`config.mk`:
```
export PLATFORM = sky130hd
export DESIGN_NAME = inst_fetch
export DESIGN_NICKNAME = d
export VERILOG_FILES = /design/src/rtl/cpu_pkg.sv /design/src/rtl/inst_store.sv /design/src/rtl/inst_fetch.sv
export SDC_FILE = /design/constraint.sdc
export NUM_CORES = 1
export LEC_CHECK = 0
export BUFFER_PORTS_ARGS = -buffer_cell sky130_fd_sc_hd__buf_4
export CAP_MARGIN = 20
export CORE_MARGIN = 2
export CORE_UTILIZATION = 65
export DETAILED_ROUTE_END_ITERATION = 12
export GPL_TIMING_DRIVEN = 1
export PLACE_DENSITY = 0.84
export SETUP_SLACK_MARGIN = 0.02
export SYNTH_ARGS = -nofsm -noshare
export SYNTH_HDL_FRONTEND = slang
export SYNTH_SLANG_ARGS = --single-unit
```
`constraint.sdc`:
```
create_clock -name clk -period 4.5 [get_ports clk]
set_input_delay 0.225 -clock clk [delete_from_list [all_inputs] [get_ports clk]]
set_output_delay 0.225 -clock clk [all_outputs]
set_load 0.1 [all_outputs]
```
`src/rtl/cpu_pkg.sv`:
```
// Shared definitions for the fetch/decode front end: instruction width,
// instruction field positions and the fetch FSM state encoding.
package cpu_pkg;

    localparam int INST_W   = 8;

    localparam int OP_MSB   = 7;
    localparam int OP_LSB   = 6;
    localparam int SRC1_MSB = 5;
    localparam int SRC1_LSB = 4;
    localparam int SRC2_MSB = 3;
    localparam int SRC2_LSB = 2;
    localparam int DEST_MSB = 1;
    localparam int DEST_LSB = 0;

    typedef enum logic [1:0] {
        IDLE  = 2'd0,
        FETCH = 2'd1,
        HALT  = 2'd2
    } fetch_state_t;

endpackage

```
`src/rtl/inst_store.sv`:
```
// Instruction store: DEPTH x INST_W array, synchronous write, asynchronous read.
// Contents are deliberately not reset so a program survives a pipeline reset.
module inst_store #(
    parameter int DEPTH  = 16,
    parameter int PC_W   = 4,
    parameter int INST_W = 8
) (
    input  logic              clk,
    input  logic              we,
    input  logic [PC_W-1:0]   waddr,
    input  logic [INST_W-1:0] wdata,
    input  logic [PC_W-1:0]   raddr,
    output logic [INST_W-1:0] rdata
);

    logic [INST_W-1:0] mem [DEPTH];

    always_ff @(posedge clk) begin
        if (we) begin
            mem[waddr] <= wdata;
        end
    end

    assign rdata = mem[raddr];

endmodule

```
`src/rtl/inst_fetch.sv`:
```
// Instruction fetch stage: pc, fetch FSM and single-stage output register.
// Build option INST_FETCH_WRAP_EN: wrap to address 0 at PROG_LEN instead of halting.
module inst_fetch
    import cpu_pkg::*;
#(
    parameter int DEPTH    = 16,
    parameter int PC_W     = 4,
    parameter int INST_W   = cpu_pkg::INST_W,
    parameter int PROG_LEN = 16
) (
    input  logic              clk,
    input  logic              reset,
    input  logic              start,
    input  logic              load_en,
    input  logic [PC_W-1:0]   load_addr,
    input  logic [INST_W-1:0] load_data,
    input  logic              redirect_valid,
    input  logic [PC_W-1:0]   redirect_pc,
    input  logic              inst_ready,
    output logic              inst_valid,
    output logic [INST_W-1:0] inst,
    output logic [PC_W-1:0]   inst_pc,
    output logic              busy,
    output logic              done
);

    // pc carries one extra bit so that it can hold PROG_LEN == DEPTH.
    localparam logic [PC_W:0] LEN = (PC_W + 1)'(PROG_LEN);

    fetch_state_t      state, state_n;
    logic [PC_W:0]     pc, pc_n;
    logic              flush, flush_n;
    logic              valid_n;
    logic [INST_W-1:0] inst_n;
    logic [PC_W-1:0]   inst_pc_n;
    logic              we;
    logic [PC_W-1:0]   rd_addr;
    logic [INST_W-1:0] rd_data;
    logic              slot_free;
    logic [PC_W:0]     rpc_ext;

    // Handshake: inst/inst_pc transfer on a rising edge where inst_valid and
    // inst_ready are both high and no redirect is requested; while inst_valid
    // is high and inst_ready low, inst and inst_pc hold stable.
    assign slot_free = !inst_valid || inst_ready;
    assign rpc_ext   = {1'b0, redirect_pc};
    assign rd_addr   = (state == FETCH && pc < LEN) ? pc[PC_W-1:0] : '0;

    inst_store #(
        .DEPTH (DEPTH),
        .PC_W  (PC_W),
        .INST_W(INST_W)
    ) u_store (
        .clk  (clk),
        .we   (we),
        .waddr(load_addr),
        .wdata(load_data),
        .raddr(rd_addr),
        .rdata(rd_data)
    );

    always_comb begin
        state_n   = state;
        pc_n      = pc;
        flush_n   = 1'b0;
        valid_n   = inst_valid;
        inst_n    = inst;
        inst_pc_n = inst_pc;
        we        = 1'b0;
        case (state)
            IDLE, HALT: begin
                if (start) begin
                    state_n   = FETCH;
                    inst_n    = rd_data;
                    inst_pc_n = '0;
                    valid_n   = 1'b1;
                    pc_n      = (PC_W + 1)'(1);
                end else begin
                    we = load_en;
                end
            end
            FETCH: begin
                if (redirect_valid) begin
                    valid_n = 1'b0;
                    if (rpc_ext >= LEN) begin
`ifdef INST_FETCH_WRAP_EN
                        pc_n    = rpc_ext % LEN;
                        flush_n = 1'b1;
`else
                        pc_n    = rpc_ext;
                        state_n = HALT;
`endif
                    end else begin
                        pc_n    = rpc_ext;
                        flush_n = 1'b1;
                    end
                end else if (slot_free && !flush) begin
                    if (pc < LEN) begin
                        inst_n    = rd_data;
                        inst_pc_n = pc[PC_W-1:0];
                        valid_n   = 1'b1;
                        pc_n      = pc + 1'b1;
                    end else begin
`ifdef INST_FETCH_WRAP_EN
                        // rd_addr already points at address 0 here.
                        inst_n    = rd_data;
                        inst_pc_n = '0;
                        valid_n   = 1'b1;
                        pc_n      = (PC_W + 1)'(1);
`else
                        valid_n = 1'b0;
                        state_n = HALT;
`endif
                    end
                end
            end
            default: begin
                state_n = IDLE;
                valid_n = 1'b0;
            end
        endcase
    end

    always_ff @(posedge clk or posedge reset) begin
        if (reset) begin
            state      <= IDLE;
            pc         <= '0;
            flush      <= 1'b0;
            inst_valid <= 1'b0;
            inst       <= '0;
            inst_pc    <= '0;
            busy       <= 1'b0;
            done       <= 1'b0;
        end else begin
            state      <= state_n;
            pc         <= pc_n;
            flush      <= flush_n;
            inst_valid <= valid_n;
            inst       <= inst_n;
            inst_pc    <= inst_pc_n;
            busy       <= (state_n == FETCH);
            done       <= (state_n == HALT);
        end
    end

endmodule

```
==> impl_metrics.csv <==
group,metric,value,unit
status,status,"completed",
timing,period_share,60.1,%
final_layout,nFillCells,551,
place,dp_hpwl,8980,um
die,start_util,67.5,%
die,pin_count,37,
synthesis,syn-cell-area,6270,um2
timing,slew_violations,0,
die,die_h,102,um
route,avgRoutedWirePerCell,23.8,um
setup_path,endpoint_kind,"flop",
timing,period_needed,2.70,ns
grt,grt_pass1_wl,22100,um
route,firstDrtPassIters,5,
timing,finalHoldViolCount,0,
route,vias_per_cell,6.79,
flow_run,cap_violations,0,
synthesis,ys_ff_latch,151,
timing,rsz0062_at_grt,"false",
synthesis,yosys-top-cells-count,"edfxtp_1 (128), o21ai_0 (32), o22ai_1 (28)",
final_layout,final_net_count,492,
die,fp-row-count,35,
synthesis,synth_area_leader_cell,"edfxtp_1",
synthesis,ys.flop_type,"edfxtp_1",
place,place_area,6620,um2
synthesis,synth-edff-count,128,
synthesis,syn_nets,452,
die,core_area,9280,um2
timing,slew_headroom,29.0,%
final_layout,area_delta_synth_final,15.2,%
setup_path,critPathArrivalTime,3.10,ns
timing,skew,0.00829,ns
synthesis,synth_warnings,0,
synthesis,async_reset_ff_share,15.2,%
die,die_area,10400,um2
place,globalplace.congestion,0.965,
route,routed_wirelength,14600,um
die,die_w,102,um
setup_path,crit_type,"reg -> reg",
power_and_ir_drop,powerDensity,691,nW/um2
power_and_ir_drop,total_power,4990,uW
cts,cts_setup_buffers,0,
route,drc,0,
final_layout,fin_util,77.8,%
cts,cts_tree,"yes",
grt,grt_pass1_vias,3936,
synthesis,synthCells,429,
final_layout,antennaDiodeCount,0,
power_and_ir_drop,p_leak,0.00254,uW
cts,clock_sinks,151,
timing,setup_tns,0,ns
cts,htree_levels,4,
timing,max_freq,0.370,GHz
min_path,worst_hold_path_type,"in -> reg",
grt,grt_usage,29.8,%
grt,grt_overflow_total,0,
route,route.vias.total,4149,
final_layout,drive_gt1_share,22.0,%
grt,grt_start_max_net_pins,58,
setup_path,cp_max_fo,16,
synthesis,syn_avg_cell_area,14.6,um2
place,port-buffer-count,36,
route,drt-initial-drc-count,544,
synthesis,yosysTopAreaCellShare,61.3,%
synthesis,synth.distinct_cells,50,
cts,cts-root-buf,"clkbuf_8",
synthesis,ys_seq_area_share,70.5,%
synthesis,yosysMostFrequentCell,"edfxtp_1",
final_layout,final_area,7220,um2
cts,cts_buffers,17,
setup_path,cp-start-kind,"flop",
synthesis,synth_area_leaders,"edfxtp_1 (61%), dfrtp_1 (9.2%), mux2_2 (3.8%), o22ai_1 (2.8%), o21ai_0 (2.6%)",
cts,cts_buffer_depth,2,
route,ant_nets,0,
power_and_ir_drop,peakVddDrop,0.511,mV
timing,worst_pin_slew,1.06,ns
cts,path_clk_slew,0.07,ns
cts,clock_latency,0.53,ns
setup_path,worstPathRequired,4.89,ns
grt,antenna_found_initial,0,
timing,final-setup-viol-count,0,
cell usage in the layout (no fill, tap or decap), types with 15 or more instances in the layout:
master / n
nand2_1: 17
o22ai_1: 28
edfxtp_1: 128
dfrtp_1: 22
o21ai_0: 32
clkbuf_16: 16
buf_4: 43
a211o_1: 15
mux2_2: 21
nor2_1: 27
per-layer routing:
| layer | vias to the layer above | GRT usage [%] | wire length (um) |
|---|---|---|---|
| met1 | 2025 | 40.1 | 5540 |
| met2 | 300 | 47.9 | 7210 |
| met5 | - | 0 | 0 |
| met4 | 0 | 11.5 | 352 |
| met3 | 30 | 7.25 | 1460 |
| li1 | 1794 | - | - |
per-stage QoR:
stage | instances | hold WS (ns) | setup WS, ns
2_1_floorplan | 429 | 0.227 | 2.23
3_3_place_gp | 576 | 0.443 | 1.94
3_5_place_dp | 576 | 0.467 | 1.89
4_1_cts | 611 | 0.00704 | 1.87
5_1_grt | 611 | 0.0289 | 1.72
6_report | 611 | 0.0183 | 1.80
critical path: stages (launching register included):
cell and delay [ns]:
dfrtp_1 0.48, nand4bb_1 0.85, mux2_2 0.60, o211a_1 0.21
o21ai_0 0.26, o311ai_1 0.15
path summary, 6_finish.rpt:
check | from | to | slack [ns] | depth (start not counted)
setup / recovery | pc[4] | inst[6] | 1.80 | 5
hold / removal | redirect_pc[2] | pc[2] | 0.02 | 3
setup reg to reg | pc[4] | inst[6] | 1.80 | 5
hold reg to reg | inst_pc[3] | inst_pc[3] | 0.48 | 1
max in group asynchronous | reset | pc[0] | 3.42 | 3
min in group asynchronous | reset | pc[2] | 0.46 | 3
sequential cells by signal, summed over array words and instances (netlist names):
signal,cells
inst,8
flush,1
busy,1
state,2
inst_pc,4
done,1
pc,5
inst_valid,1
u_store.mem,128
repair_timing:
action                    in CTS  in global routing
resized for setup              0                  0
hold buffers                   3                  0
hold endpoints to repair      25                  0
power breakdown:
group | total, uW | internal, uW | switching [uW]
logic | 1910 | 610 | 1300
registers | 1720 | 1610 | 107
clock network | 1360 | 763 | 593
total | 4990 | 2980 | 2000
cell families (layout without fill, tap and decap cells):
family,Yosys count,in the layout,share of synthesized area (%)
flops,151,151,70.5
compound gates,129,129,14.3
simple gates,94,94,8.14
buf+inv,29,82,2.41
mux,25,25,4.49
fa+ha+maj,1,1,0.200
final cells by class:
type / instances / area (um2) / share of cell area, %
sequential: 151 / 4420 / 61.2
inverter: 4 / 15.0 / 0.208
tap: 129 / 161 / 2.24
clock buffer: 18 / 428 / 5.93
clock inverter: 14 / 144 / 1.99
timing repair buffer: 46 / 353 / 4.89
multi-input combinational: 249 / 1700 / 23.5
Note: power is estimated with default switching activity, not from simulation.
